$ cat src/rtl/fetch_stage_if.sv
// fetch_stage_if
//   Groups the fetch stage's bus signals: instruction-memory req/ack port,
//   branch redirect from execute, and the valid/ready port toward decode.
//   master : the fetch stage side
//   slave  : the environment side (memory, execute, decode)
interface fetch_stage_if;
  logic        imem_req;
  logic [15:0] imem_addr;
  logic        imem_ack;
  logic [15:0] imem_rdata;
  logic        branch_taken;
  logic [15:0] branch_target;
  logic        if_valid;
  logic        if_ready;
  logic [15:0] if_instr;
  logic [15:0] if_pc;
  logic [1:0]  if_op;

  modport master (
    output imem_req, imem_addr,
    input  imem_ack, imem_rdata,
    input  branch_taken, branch_target,
    output if_valid, if_instr, if_pc, if_op,
    input  if_ready
  );

  modport slave (
    input  imem_req, imem_addr,
    output imem_ack, imem_rdata,
    output branch_taken, branch_target,
    input  if_valid, if_instr, if_pc, if_op,
    output if_ready
  );
endinterface

$ cat src/rtl/fetch_stage.sv
// fetch_stage
//   Instruction-fetch stage of the 16-bit core. Owns the PC, keeps at most one
//   instruction-memory request outstanding, buffers returned instructions in a
//   BUF_DEPTH-entry FIFO and presents the head to decode. Branch redirects
//   flush the FIFO and drop the response of any request already in flight.
//
// Parameters
//   RESET_PC  : PC after reset (bit0 must be 0)
//   BUF_DEPTH : FIFO entries, 2 or 4
//
// Ports
//   clk            : clock, rising edge
//   rst            : synchronous active-high reset
//   bus (master)   : imem_req/imem_addr/imem_ack/imem_rdata,
//                    branch_taken/branch_target,
//                    if_valid/if_ready/if_instr/if_pc/if_op
//   perf_fetch_cnt : (IF_PERF_CNT_EN) instructions pushed, saturating
//   perf_flush_cnt : (IF_PERF_CNT_EN) cycles with branch_taken, saturating
//
// Optional feature macro: IF_PERF_CNT_EN
//
// state   | meaning
// --------+------------------------------------------------
// IDLE    | no request outstanding
// WAIT    | request outstanding, response will be kept
// DISCARD | request outstanding, response will be dropped
module fetch_stage #(
  parameter logic [15:0] RESET_PC  = 16'h0000,
  parameter int          BUF_DEPTH = 2
) (
  input  logic          clk,
  input  logic          rst,
  fetch_stage_if.master bus
`ifdef IF_PERF_CNT_EN
  ,
  output logic [15:0]   perf_fetch_cnt,
  output logic [15:0]   perf_flush_cnt
`endif
);

  localparam int PW = $clog2(BUF_DEPTH);
  localparam int CW = $clog2(BUF_DEPTH + 1);
  localparam logic [CW-1:0] DEPTH_C = CW'(BUF_DEPTH);

  typedef enum logic [1:0] {IDLE, WAIT, DISCARD} state_t;

  state_t        state_q, state_d;
  logic [15:0]   pc_q, pc_d;
  logic [15:0]   addr_q, addr_d;
  logic          req_q, req_d;
  logic [15:0]   instr_mem_q [BUF_DEPTH];
  logic [15:0]   instr_mem_d [BUF_DEPTH];
  logic [15:0]   pc_mem_q [BUF_DEPTH];
  logic [15:0]   pc_mem_d [BUF_DEPTH];
  logic [PW-1:0] rd_ptr_q, rd_ptr_d;
  logic [PW-1:0] wr_ptr_q, wr_ptr_d;
  logic [CW-1:0] count_q, count_d;

  logic          pop;
  logic          push;
  logic          flush;
  logic [CW-1:0] count_after_pop;
  logic [15:0]   target;
  logic [15:0]   pc_inc;
  logic          unused_target_bit0;

  assign target             = {bus.branch_target[15:1], 1'b0};
  assign unused_target_bit0 = bus.branch_target[0];
  assign pc_inc             = pc_q + 16'd2;
  assign flush              = bus.branch_taken;
  assign pop                = bus.if_valid && bus.if_ready;
  assign count_after_pop    = count_q - CW'(pop);

  // Next state, PC and request control
  always_comb begin
    state_d = state_q;
    pc_d    = pc_q;
    addr_d  = addr_q;
    req_d   = req_q;
    push    = 1'b0;
    case (state_q)
      IDLE: begin
        // A redirect here only moves the PC; the request to the target goes
        // out on the following cycle.
        if (bus.branch_taken) begin
          pc_d = target;
        end else if (count_after_pop < DEPTH_C) begin
          req_d   = 1'b1;
          addr_d  = pc_q;
          state_d = WAIT;
        end
      end
      WAIT: begin
        if (bus.branch_taken) begin
          pc_d = target;
          if (bus.imem_ack) begin
            req_d   = 1'b0;
            state_d = IDLE;
          end else begin
            state_d = DISCARD;
          end
        end else if (bus.imem_ack) begin
          push = 1'b1;
          pc_d = pc_inc;
          // Room left after this push: keep req high for a back-to-back fetch
          if ((count_after_pop + CW'(1)) < DEPTH_C) begin
            addr_d = pc_inc;
          end else begin
            req_d   = 1'b0;
            state_d = IDLE;
          end
        end
      end
      DISCARD: begin
        if (bus.branch_taken) begin
          pc_d = target;
        end
        if (bus.imem_ack) begin
          req_d   = 1'b0;
          state_d = IDLE;
        end
      end
      default: begin
        state_d = IDLE;
        req_d   = 1'b0;
      end
    endcase
  end

  // Instruction FIFO; a flush wins over any push/pop in the same cycle
  always_comb begin
    instr_mem_d = instr_mem_q;
    pc_mem_d    = pc_mem_q;
    rd_ptr_d    = rd_ptr_q;
    wr_ptr_d    = wr_ptr_q;
    count_d     = count_q + CW'(push) - CW'(pop);
    if (push) begin
      instr_mem_d[wr_ptr_q] = bus.imem_rdata;
      pc_mem_d[wr_ptr_q]    = addr_q;
      wr_ptr_d              = wr_ptr_q + PW'(1);
    end
    if (pop) begin
      rd_ptr_d = rd_ptr_q + PW'(1);
    end
    if (flush) begin
      rd_ptr_d = '0;
      wr_ptr_d = '0;
      count_d  = '0;
    end
  end

  always_ff @(posedge clk) begin
    if (rst) begin
      state_q  <= IDLE;
      pc_q     <= RESET_PC;
      addr_q   <= RESET_PC;
      req_q    <= 1'b0;
      rd_ptr_q <= '0;
      wr_ptr_q <= '0;
      count_q  <= '0;
    end else begin
      state_q  <= state_d;
      pc_q     <= pc_d;
      addr_q   <= addr_d;
      req_q    <= req_d;
      rd_ptr_q <= rd_ptr_d;
      wr_ptr_q <= wr_ptr_d;
      count_q  <= count_d;
    end
  end

  // Storage needs no reset; entries are only visible once counted in
  always_ff @(posedge clk) begin
    instr_mem_q <= instr_mem_d;
    pc_mem_q    <= pc_mem_d;
  end

  assign bus.imem_req  = req_q;
  assign bus.imem_addr = addr_q;
  assign bus.if_valid  = (count_q != '0);
  assign bus.if_instr  = instr_mem_q[rd_ptr_q];
  assign bus.if_pc     = pc_mem_q[rd_ptr_q];
  assign bus.if_op     = bus.if_instr[15:14];

`ifdef IF_PERF_CNT_EN
  logic [15:0] fetch_cnt_q, fetch_cnt_d;
  logic [15:0] flush_cnt_q, flush_cnt_d;

  always_comb begin
    fetch_cnt_d = fetch_cnt_q;
    flush_cnt_d = flush_cnt_q;
    if (push && (fetch_cnt_q != 16'hFFFF)) begin
      fetch_cnt_d = fetch_cnt_q + 16'd1;
    end
    if (bus.branch_taken && (flush_cnt_q != 16'hFFFF)) begin
      flush_cnt_d = flush_cnt_q + 16'd1;
    end
  end

  always_ff @(posedge clk) begin
    if (rst) begin
      fetch_cnt_q <= '0;
      flush_cnt_q <= '0;
    end else begin
      fetch_cnt_q <= fetch_cnt_d;
      flush_cnt_q <= flush_cnt_d;
    end
  end

  assign perf_fetch_cnt = fetch_cnt_q;
  assign perf_flush_cnt = flush_cnt_q;
`endif

endmodule

$ cat src/flat_wrapper.sv
// flat-port wrapper written by rule: the top's interface ports become plain ports
module fetch_stage_flat 
#(
  parameter logic [15:0] RESET_PC  = 16'h0000,
  parameter int          BUF_DEPTH = 2
)
  (clk, rst, bus_imem_req, bus_imem_addr, bus_imem_ack, bus_imem_rdata, bus_branch_taken, bus_branch_target, bus_if_valid, bus_if_instr, bus_if_pc, bus_if_op, bus_if_ready);
  fetch_stage_if bus_i ();
  input  logic clk;
  input  logic rst;
  output wire logic [$bits(bus_i.imem_req)-1:0] bus_imem_req;
  output wire logic [$bits(bus_i.imem_addr)-1:0] bus_imem_addr;
  input wire logic [$bits(bus_i.imem_ack)-1:0] bus_imem_ack;
  input wire logic [$bits(bus_i.imem_rdata)-1:0] bus_imem_rdata;
  input wire logic [$bits(bus_i.branch_taken)-1:0] bus_branch_taken;
  input wire logic [$bits(bus_i.branch_target)-1:0] bus_branch_target;
  output wire logic [$bits(bus_i.if_valid)-1:0] bus_if_valid;
  output wire logic [$bits(bus_i.if_instr)-1:0] bus_if_instr;
  output wire logic [$bits(bus_i.if_pc)-1:0] bus_if_pc;
  output wire logic [$bits(bus_i.if_op)-1:0] bus_if_op;
  input wire logic [$bits(bus_i.if_ready)-1:0] bus_if_ready;
  assign bus_imem_req = bus_i.imem_req;
  assign bus_imem_addr = bus_i.imem_addr;
  assign bus_i.imem_ack = bus_imem_ack;
  assign bus_i.imem_rdata = bus_imem_rdata;
  assign bus_i.branch_taken = bus_branch_taken;
  assign bus_i.branch_target = bus_branch_target;
  assign bus_if_valid = bus_i.if_valid;
  assign bus_if_instr = bus_i.if_instr;
  assign bus_if_pc = bus_i.if_pc;
  assign bus_if_op = bus_i.if_op;
  assign bus_i.if_ready = bus_if_ready;
  fetch_stage #(.RESET_PC(RESET_PC), .BUF_DEPTH(BUF_DEPTH)) u_core (.clk(clk), .rst(rst), .bus(bus_i));
endmodule
$ cat config.mk
export PLATFORM = sky130hd
export DESIGN_NAME = fetch_stage_flat
export DESIGN_NICKNAME = d
export VERILOG_FILES = /design/src/rtl/fetch_stage_if.sv /design/src/rtl/fetch_stage.sv /design/src/flat_wrapper.sv
export SDC_FILE = /design/constraint.sdc
export NUM_CORES = 1
export LEC_CHECK = 0
export CORE_MARGIN = 10
export CORE_UTILIZATION = 30
export CTS_CLUSTER_DIAMETER = 100
export DETAILED_ROUTE_END_ITERATION = 8
export PLACE_DENSITY = 0.62
export SYNTH_ARGS = -nofsm -noshare
export SYNTH_HDL_FRONTEND = slang
export SYNTH_SLANG_ARGS = --single-unit
export TNS_END_PERCENT = 50
$ cat constraint.sdc
create_clock -name clk -period 2.85 [get_ports clk]
set_clock_uncertainty 0.05 [all_clocks]
set_input_delay 0.285 -clock clk [delete_from_list [all_inputs] [get_ports clk]]
set_output_delay 0.285 -clock clk [all_outputs]
set_load 0.1 [all_outputs]
==> summary.md, run 1 <==
| Metric | Value |
|---|---|
| Post-synth top flop | `edfxtp_1` |
| Outcome | `completed` |
| All-Layer GR Usage | `9.81%` |
| Number of global-route vias before repair | `2870` |
| Netlist cell types | `55` |
| H-tree depth | `3` |
| Area grow syn2layout | `35.4%` |
| Slew headroom | `57.7%` |
| Worst path required time | `3070 ps` |
| Max Root-Sink Buffers | `2` |
| Cell chain of the critical path | `ha_1 > nand3_4 > or3_1 > o41ai_1 > nand2_1 > a21oi_1` |
| Cell Area, Synth | `4430 µm²` |
| Post-CTS Setup Inserts | `0` |
| RD Place Congestion | `0.784` |
| Core Rows | `44` |
| Hold-fix buffers, CTS | `0` |
| Layout cells sized above 1 | `25.9%` |
| CTS Sinks | `99` |
| Worst-path maximum fanout | `6` |
| Fin. max-slew vios | `0` |
| Initial Utilization | `30.5%` |
| Setup CP Type | `register to register` |
| Largest net degree at the start of global routing | `40` |
| CTS tree | `yes` |
| Worst Setup End Kind | `register` |
| Setup_tns | `0 ps` |
| Initial antenna violation count | `0` |
| Worst EP arrival | `2290 ps` |
| Die Wd | `142 µm` |
| Unrepaired setup endpoints after global routing | `false` |
| Final #Nets | `478` |
| Power Density | `600 nW/µm²` |
| CTS root buffer | `clkbuf_16` |
| Worst VDD drop | `284 µV` |
| Drt first pass iters | `4` |
| Post-synth ARST share | `0%` |
| Final hold violations | `0` |
| Iteration-0 DRC Markers | `219` |
| I/O pins | `89` |
| Global route overflow | `0` |
| Residual DRC | `0` |
| Cell Area, Placed | `5640 µm²` |
| Via density | `4.79` |
| Post-Synthesis Cells | `366` |
| Final Cell Area | `6000 µm²` |
| Seq/Total Area, Yosys | `58.7%` |
| First-pass GRT wire length | `15800 µm` |
| Clock Latency Late Sink | `340 ps` |
| Tmin final | `2070 ps` |
| Slowest-stage cell, CP | `or3_1` |
| Die footprint | `20000 µm²` |
| Setup crit start kind | `register` |
| Number of flops mapped to enable cells by yosys | `62` |
| Leak Pwr | `2.13 nW` |
| CTS clk-pin slew, worst paths | `70 ps` |
| Inserted Clock Buffers | `9` |
| YS warnings | `0` |
| Routed Antenna Nets | `0` |
| Yosys reg bits | `99` |
| PostCTS Resize Cnt | `0` |
| Final worst slack | `782 ps` |
| Core Box Area | `14500 µm²` |
| Period utilization | `72.6%` |
| Final setup fails | `0` |
| Syn avg cell area | `12.1 µm²` |
| Slew @ Worst Pin | `634 ps` |
| Max-Cap Viols | `0` |
| Dpl ws | `568 ps` |
| R2R Setup Slk | `780 ps` |
| CP peak stage delay | `460 ps` |
| Min-Delay Path Class | `register to register` |
| DPL Wire Length | `7260 µm` |
| WL/cell | `15.7 µm` |
| I/O Buffers | `85` |
| F_max | `484 MHz` |
| Routed WL | `9870 µm` |
| Die height | `142 µm` |
| Via count | `3010` |
| # diodes | `0` |
==> per-stage QoR <==
stage / utilization (%) / instances / total power [mW] / hold WS, ps
floorplan: - / 367 / 2.07 / 314
global placement: 38.8 / 612 / 2.22 / 414
detailed placement: 38.8 / 612 / 2.23 / 429
CTS: 41.3 / 628 / 3.66 / 444
global route: 41.3 / 628 / 3.75 / 464
finish: 41.3 / 628 / 3.60 / 441
==> worst max-delay path, delay by kind of cell (launching register included) <==
kind,cells,cell delay (ps)
AO/OA/AOI/OAI,2,500
adder cells (fa/ha/maj),1,330
AND/OR/NAND/NOR,3,680
flip-flops,1,440
==> synth_stat cells, types with 5 or more instances <==
library cell / count / area (µm²)
edfxtp_1: 62 / 1860
nor2_1: 39 / 146
dfxtp_1: 37 / 741
mux2_2: 31 / 349
nand2_1: 21 / 78.8
a21oi_1: 14 / 70.1
a211oi_1: 13 / 97.6
nor3_1: 13 / 65.1
xnor2_1: 13 / 114
o21ai_0: 11 / 55.1
clkbuf_1: 10 / 37.5
nand3_1: 10 / 50.1
clkbuf_8: 8 / 110
xor2_1: 5 / 43.8
==> logic make-up after synthesis <==
logic type                 synth area share (%)
other                                    0.0846
adders and majority gates                 0.564
xor gates and xnor gates                   3.56
DFF                                        58.7
AOI/OAI and AO/OA                          11.0
buffers and inverters                      5.73
and+or+nand+nor                            12.5
muxes                                      7.87
==> final cells by class <==
class | count | area (µm²)
Tap cell | 184 | 230
Inverter | 3 | 11.3
Multi-Input combinational cell | 233 | 1580
Clock inverter | 4 | 75.1
Sequential cell | 99 | 2600
Clock buffer | 12 | 289
Fill cell | 1363 | 8530
Timing Repair Buffer | 93 | 1210
==> cells in the final DEF, fill, tap and decap left out, types with 11 or more instances in the layout <==
cell type        instances
a211oi_1                13
a21oi_1                 14
buf_12                  34
buf_4                   24
clkbuf_16               11
clkdlybuf4s50_1         35
dfxtp_1                 37
edfxtp_1                62
mux2_2                  31
nand2_1                 21
nor2_1                  38
nor3_1                  13
o21ai_0                 11
xnor2_1                 13
==> path summary, 6_finish.rpt <==
kind	from	cells past startpoint	end
hold reg to reg	u_core.bus.imem_addr[12]	0	u_core.pc_mem_q[28]
hold / removal	u_core.bus.imem_addr[12]	0	u_core.pc_mem_q[28]
setup reg to reg	u_core.pc_q[1]	6	u_core.pc_q[15]
setup / recovery	u_core.pc_q[1]	6	u_core.pc_q[15]
==> flip-flops by register name, indices dropped and copies added, names as in the netlist <==
signal / flops
u_core.bus.imem_addr: 15
u_core.instr_mem_q: 32
u_core.pc_q: 15
u_core.pc_mem_q: 30
u_core.rd_ptr_q: 1
u_core.bus.imem_req: 1
u_core.state_q: 2
u_core.wr_ptr_q: 1
u_core.count_q: 2
==> per-layer routing <==
layer	global-route usage, %	wire (µm)	part of all wire (%)
met4	4.36	167	1.7
met3	2.80	717	7.3
met5	0	0	0
met2	14.1	4220	43
met1	13.3	4770	48
==> report_power, final <==
| group | switching [mW] | internal [mW] | total (mW) |
|---|---|---|---|
| Clock | 0.507 | 0.901 | 1.41 |
| Sequential | 0.0564 | 1.58 | 1.63 |
| Combinational | 0.378 | 0.183 | 0.561 |
(Power assumes the default switching activity.)
==> inputs of run 2 (changes only) <==
PLACE_DENSITY = 0.64   (was 0.62)
clock period = 1.8 ns   (was 2.85 ns; I/O delays follow)
==> run 2 against run 1 <==
Core utilization is 3.7 points higher. Register-to-register slack worse by 670 ps. Critical path type is now register to output port. Largest cell class unchanged. Total power increased by 52%. Wire length increased by 10%. Final cell count is 4.8% higher. Global-route usage rose by 0.77 points. Flip-flop and latch count did not move.
==> summary.md, run 2 (same netlist as run 1, synthesis figures left out) <==
| Metric | Value |
|---|---|
| Number of global-route vias before repair | `3170 (was 2870)` |
| Via count | `3178 (was 3010)` |
| Die height | `142 µm (unchanged)` |
| Largest net degree at the start of global routing | `40 (unchanged)` |
| Max Root-Sink Buffers | `2 (unchanged)` |
| Biggest register | `u_core.instr_mem_q (unchanged)` |
| Core Rows | `44 (unchanged)` |
| Setup crit start kind | `register (unchanged)` |
| Worst-path maximum fanout | `15 (was 6)` |
| First-pass GRT wire length | `17100 µm (was 15800 µm)` |
| Unrepaired setup endpoints after global routing | `true (was false)` |
| Outcome | `completed (unchanged)` |
| CTS root buffer | `clkbuf_16 (unchanged)` |
| Routed Antenna Nets | `0 (unchanged)` |
| Final Cell Area | `6540 µm² (was 6000 µm²)` |
| Cell Area, Placed | `6160 µm² (was 5640 µm²)` |
| Inserted Clock Buffers | `9 (unchanged)` |
| Power Density | `839 nW/µm² (was 600 nW/µm²)` |
| Dpl ws | `-87.7 ps (was 568 ps)` |
| Core Box Area | `14500 µm² (unchanged)` |
| WL/cell | `16.6 µm (was 15.7 µm)` |
| Register-to-Register Path Depth | `6 (unchanged)` |
| Setup_tns | `0 ps (unchanged)` |
| Reg area | `2610 µm² (was 2600 µm²)` |
| Initial antenna violation count | `0 (unchanged)` |
| Area grow syn2layout | `47.4% (was 35.4%)` |
| I/O pins | `89 (unchanged)` |
| Max-Cap Viols | `0 (unchanged)` |
| DPL Wire Length | `7980 µm (was 7260 µm)` |
| Hold Path Depth | `1 (was 0)` |
| RD Place Congestion | `0.866 (was 0.784)` |
| I/O Buffers | `85 (unchanged)` |
| Endpoint of the worst register-to-register path | `u_core.pc_q[11] (was u_core.pc_q[15])` |
| Residual DRC | `0 (unchanged)` |
| # diodes | `0 (unchanged)` |
| Most common cell after layout, fill and taps aside | `edfxtp_1 (unchanged)` |
| Tmin final | `1710 ps` |
| CTS clk-pin slew, worst paths | `60 ps (was 70 ps)` |
| Via density | `4.83 (was 4.79)` |
| Hold_sp | `bus_imem_rdata[13] (was u_core.bus.imem_addr[12])` |
| Final setup fails | `0 (unchanged)` |
| Final Power | `5.48 mW (was 3.60 mW)` |
| CTS tree | `yes (unchanged)` |
| Worst path required time | `1570 ps (was 3070 ps)` |
| Fin Hold WS | `381 ps (was 441 ps)` |
| Buf+Inv Stages, Crit Path | `2 (was 0)` |
| CP top delay family | `flip-flops (was simple AND/OR/NAND/NOR gates)` |
| Leak Pwr | `2.34 nW (was 2.13 nW)` |
| Final #Nets | `509 (was 478)` |
| Final worst slack | `90.3 ps (was 782 ps)` |
| Crit. path cell count | `3 (was 6)` |
| Worst Setup End Kind | `output port (was register)` |
| CP peak stage delay | `390 ps (was 460 ps)` |
| Die footprint | `20000 µm² (unchanged)` |
| WHS Endpoint | `u_core.instr_mem_q[13] (was u_core.pc_mem_q[28])` |
| All-Layer GR Usage | `10.6% (was 9.81%)` |
| Hold-fix buffers, CTS | `0 (unchanged)` |
| Period utilization | `95.0%` |
| Global route overflow | `0 (unchanged)` |
| Layout cells sized above 1 | `32.9% (was 25.9%)` |
| CTS Sinks | `99 (unchanged)` |
| Cell chain of the critical path | `clkbuf_16 > mux2_2 > buf_12 (was ha_1 > nand3_4 > or3_1 > o41ai_1 > nand2_1 > a21oi_1)` |
| Reg-to-reg startpoint | `u_core.pc_q[1] (unchanged)` |
| Fin. max-slew vios | `0 (unchanged)` |
| Biggest regs | `u_core.instr_mem_q: 32 flops, u_core.pc_mem_q: 30 flops (unchanged)` |
| Worst VDD drop | `467 µV (was 284 µV)` |
| Multi-input logic area | `1650 µm² (was 1580 µm²)` |
| Iteration-0 DRC Markers | `150 (was 219)` |
| H-tree depth | `3 (unchanged)` |
| Slowest-stage cell, CP | `dfxtp_4 (was or3_1)` |
| Clock Latency Late Sink | `340 ps (about the same)` |
| Initial Utilization | `30.5% (unchanged)` |
| Setup CP Type | `register to output port (was register to register)` |
| Commonest cells after routing, fill and taps aside | `edfxtp_1, buf_12, nor2_1 (was edfxtp_1, nor2_1, dfxtp_1)` |
| Routed WL | `10900 µm (was 9870 µm)` |
| Fill cells | `1324 (was 1363)` |
| Non-Filler Instances | `658 (was 628)` |
| Worst EP arrival | `1480 ps (was 2290 ps)` |
| Post-CTS Setup Inserts | `0 (unchanged)` |
| Max reg flops | `32 (unchanged)` |
| R2R Setup Slk | `110 ps (was 780 ps)` |
| Final hold violations | `0 (unchanged)` |
| Finished Core Util | `45.0% (was 41.3%)` |
| Min-Delay Path Class | `input port to register (was register to register)` |
| Dpl cells | `642 (was 612)` |
| Drt first pass iters | `4 (unchanged)` |
| F_max | `585 MHz` |
| Die Wd | `142 µm (unchanged)` |
## run 2: changes by cell type in the layout (fill, tap and decap cells not counted), sizes merged
cell,change
buf,+30
bufinv,-1
clkbuf,-2
clkinv,+2
clkinvlp,+2
inv,-1
## run 2: worst max path at each step
stage	start	endpoint	slack (ps)
2_1_floorplan	u_core.rd_ptr_q	bus_if_op[0]	-200
3_3_place_gp	bus_branch_taken	u_core.bus.imem_addr[2]	-30
3_5_place_dp	bus_branch_taken	u_core.bus.imem_addr[12]	-90
4_1_cts	u_core.rd_ptr_q	bus_if_pc[3]	10
5_1_grt	u_core.pc_q[1]	u_core.pc_q[15]	-20
6_report	u_core.rd_ptr_q	bus_if_pc[15]	90
## run 2: timing repair
action,in CTS,in global routing
resized for setup,4,12
pin swaps,0,1
gates cloned,0,1
endpoints found under the setup margin,7,41
## run 2: power by group
group          internal [mW]  switching [mW]  leakage [nW]
logic                  0.419           0.638          1.34
registers               2.50          0.0925         0.868
clock network           1.06           0.783         0.132
## run 2: layer usage
metal  vias to the layer above  routed length, µm  track usage [%]
li1                       1557                  -                -
met1                      1496               4990             13.5
met2                       114               4990             16.2
met3                        11                763             3.91
met4                         0                159             3.44
met5                         -                  0                0
## run 2: area by class of cell
cell class	count	area share [%]
Timing Repair Buffer	124	26.8
Clock inverter	6	0.881
Inverter	3	0.172
Multi-Input combinational cell	233	25.3
Clock buffer	9	3.45
Sequential cell	99	39.9
Tap cell	184	3.52
## run 2: worst reg2reg max path, cell delays in order (launching register included)
cell and delay, ps:
dfxtp_1 380, ha_4 200, nand3_4 80, or3_4 380
buf_4 160, a311oi_1 280, nor2_1 60
==> inputs of run 3 (changes only) <==
CTS_BUF_LIST = sky130_fd_sc_hd__clkbuf_8   (was unset)
==> run 3 against run 2 <==
Critical path depth did not move. Final area is 1.5% lower. Combinational power hardly changed. Count of clock-buffer cells in the layout is the same. Hold slack worse by 22 ps. Clock power decreased by 27%. Sequential share of layout area increased by 0.64 points.
==> summary.md, run 3 (same netlist as run 1, synthesis figures left out) <==
| Metric | Value |
|---|---|
| I/O pins | `89 (unchanged)` |
| Biggest regs | `u_core.instr_mem_q: 32 flops, u_core.pc_mem_q: 30 flops (unchanged)` |
| Commonest cells after routing, fill and taps aside | `edfxtp_1, buf_12, nor2_1 (unchanged)` |
| Outcome | `completed (unchanged)` |
| Worst EP arrival | `1490 ps (was 1480 ps)` |
| CTS Sinks | `99 (unchanged)` |
| WHS Endpoint | `u_core.instr_mem_q[13] (unchanged)` |
| Final worst slack | `75.9 ps (was 90.3 ps)` |
| H-tree depth | `3 (unchanged)` |
| Fill cells | `1339 (was 1324)` |
| Core Box Area | `14500 µm² (unchanged)` |
| Worst path required time | `1570 ps (about the same)` |
| Pint | `3.54 mW (was 3.97 mW)` |
| First-pass GRT wire length | `17200 µm (was 17100 µm)` |
| Max Root-Sink Buffers | `2 (unchanged)` |
| Die height | `142 µm (unchanged)` |
| Fin. max-slew vios | `0 (unchanged)` |
| # diodes | `0 (unchanged)` |
| Via density | `4.82 (was 4.83)` |
| CTS tree | `yes (unchanged)` |
| CTS clk-pin slew, worst paths | `90 ps (was 60 ps)` |
| Finished Core Util | `44.3% (was 45.0%)` |
| Dpl ws | `-87.7 ps (unchanged)` |
| Min-Delay Path Class | `input port to register (unchanged)` |
| Register-to-Register Path Depth | `6 (unchanged)` |
| WL/cell | `16.5 µm (was 16.6 µm)` |
| Max reg flops | `32 (unchanged)` |
| Initial Utilization | `30.5% (unchanged)` |
| Iteration-0 DRC Markers | `167 (was 150)` |
| Final Power | `4.99 mW (was 5.48 mW)` |
| Final hold violations | `0 (unchanged)` |
| Switching Power | `1.45 mW (was 1.51 mW)` |
| Final Cell Area | `6440 µm² (was 6540 µm²)` |
| Worst Setup End Kind | `output port (unchanged)` |
| Number of global-route vias before repair | `3168 (was 3170)` |
| CTS root buffer | `clkbuf_8 (was clkbuf_16)` |
| Reg-to-reg startpoint | `u_core.pc_q[2] (was u_core.pc_q[1])` |
| Hold Path Depth | `1 (unchanged)` |
| Endpoint of the worst register-to-register path | `u_core.pc_q[11] (unchanged)` |
| Most common cell after layout, fill and taps aside | `edfxtp_1 (unchanged)` |
| Hold_sp | `bus_imem_rdata[13] (unchanged)` |
| Seq pwr share | `51.8% (was 47.2%)` |
| DPL Wire Length | `7980 µm (unchanged)` |
| Max-Cap Viols | `0 (unchanged)` |
| Sw Share | `29.1% (was 27.6%)` |
| Clock power share | `27.0% (was 33.5%)` |
| Area grow syn2layout | `45.2% (was 47.4%)` |
| Biggest register | `u_core.instr_mem_q (unchanged)` |
| Setup_tns | `0 ps (unchanged)` |
| RD Place Congestion | `0.866 (unchanged)` |
| Period utilization | `95.8% (was 95.0%)` |
| Final #Nets | `509 (unchanged)` |
| I/O Buffers | `85 (unchanged)` |
| Fin Hold WS | `359 ps (was 381 ps)` |
| Cell Area, Placed | `6160 µm² (unchanged)` |
| Drt first pass iters | `4 (unchanged)` |
| Residual DRC | `0 (unchanged)` |
| Die footprint | `20000 µm² (unchanged)` |
| R2R Setup Slk | `130 ps (was 110 ps)` |
| Non-Filler Instances | `658 (unchanged)` |
| Worst-path maximum fanout | `16 (was 15)` |
| Layout cells sized above 1 | `33.3% (was 32.9%)` |
| Setup crit start kind | `register (unchanged)` |
| Global route overflow | `0 (unchanged)` |
| Comb power frac | `21.2% (was 19.3%)` |
| Routed WL | `10900 µm (about the same)` |
| Largest net degree at the start of global routing | `40 (unchanged)` |
| Tmin final | `1720 ps (was 1710 ps)` |
| Die Wd | `142 µm (unchanged)` |
| Setup CP Type | `register to output port (unchanged)` |
| Inserted Clock Buffers | `9 (unchanged)` |
| F_max | `580 MHz (was 585 MHz)` |
| Via count | `3171 (was 3178)` |
| Initial antenna violation count | `0 (unchanged)` |
| Clock Latency Late Sink | `350 ps (was 340 ps)` |
| Dpl cells | `642 (unchanged)` |
| Final setup fails | `0 (unchanged)` |
| All-Layer GR Usage | `10.6% (about the same)` |
| Core Rows | `44 (unchanged)` |
| Power Density | `775 nW/µm² (was 839 nW/µm²)` |
| Leak Pwr | `2.29 nW (was 2.34 nW)` |
| Routed Antenna Nets | `0 (unchanged)` |
| Worst VDD drop | `397 µV (was 467 µV)` |
==> run 3: cell count changes in the layout (fill, tap and decap cells not counted) <==
cell	previous run	this run
clkbuf_16	10	0
clkbuf_8	0	9
dfxtp_1	34	32
dfxtp_2	2	4
buf_16	0	1
==> run 3: power by group through the flow <==
stage / Clock [mW] / Sequential, mW / Combinational (mW)
final: 1.35 / 2.59 / 1.06
after global placement: 0 / 2.63 / 1.04
after floorplan: 0 / 2.84 / 0.426
after CTS: 1.40 / 2.58 / 1.06
after global routing: 1.50 / 2.60 / 1.11
after detailed placement: 0 / 2.64 / 1.05
==> run 3: final cells by class <==
class / instances / area (µm²) / share of cell area [%]
Clock buffer: 9 / 124 / 1.92
Multi-Input combinational cell: 233 / 1650 / 25.7
Timing Repair Buffer: 124 / 1750 / 27.2
Clock inverter: 6 / 57.6 / 0.894
Sequential cell: 99 / 2610 / 40.6
Tap cell: 184 / 230 / 3.58
Inverter: 3 / 11.3 / 0.175
==> run 3: timing repair <==
item / in CTS / in global routing
hold buffers: 0 / 0
endpoints found under the setup margin: 36 / 12
endpoints found under the hold margin: 0 / 0
gates resized for setup: 6 / 13
gates cloned: 1 / 0
buffers inserted: 0 / 0
pin swaps: 0 / 0
==> run 3: worst max path at each step <==
| stage | slack (ps) | from | depth (start not counted) | endpoint |
|---|---|---|---|---|
| global placement | -30 | bus_branch_taken | 7 | u_core.bus.imem_addr[2] |
| CTS | 8 | u_core.rd_ptr_q | 3 | bus_if_op[0] |
| floorplan | -200 | u_core.rd_ptr_q | 4 | bus_if_op[0] |
| global route | -7 | u_core.pc_q[2] | 6 | u_core.pc_q[15] |
| finish | 80 | u_core.rd_ptr_q | 3 | bus_if_instr[13] |
| detailed placement | -90 | bus_branch_taken | 7 | u_core.bus.imem_addr[12] |
==> run 3: worst max-delay path: stages (launching register included) <==
cell and delay, ps:
dfxtp_4 410, buf_12 170, mux2_2 370, buf_12 170
==> run 3: metal layers <==
metal / wire length [µm] / track usage (%) / share of wire (%)
met5: 0 / 0 / 0
met4: 171 / 4.09 / 1.6
met3: 663 / 2.97 / 6.1
met2: 5070 / 16.3 / 47
met1: 4960 / 13.7 / 46
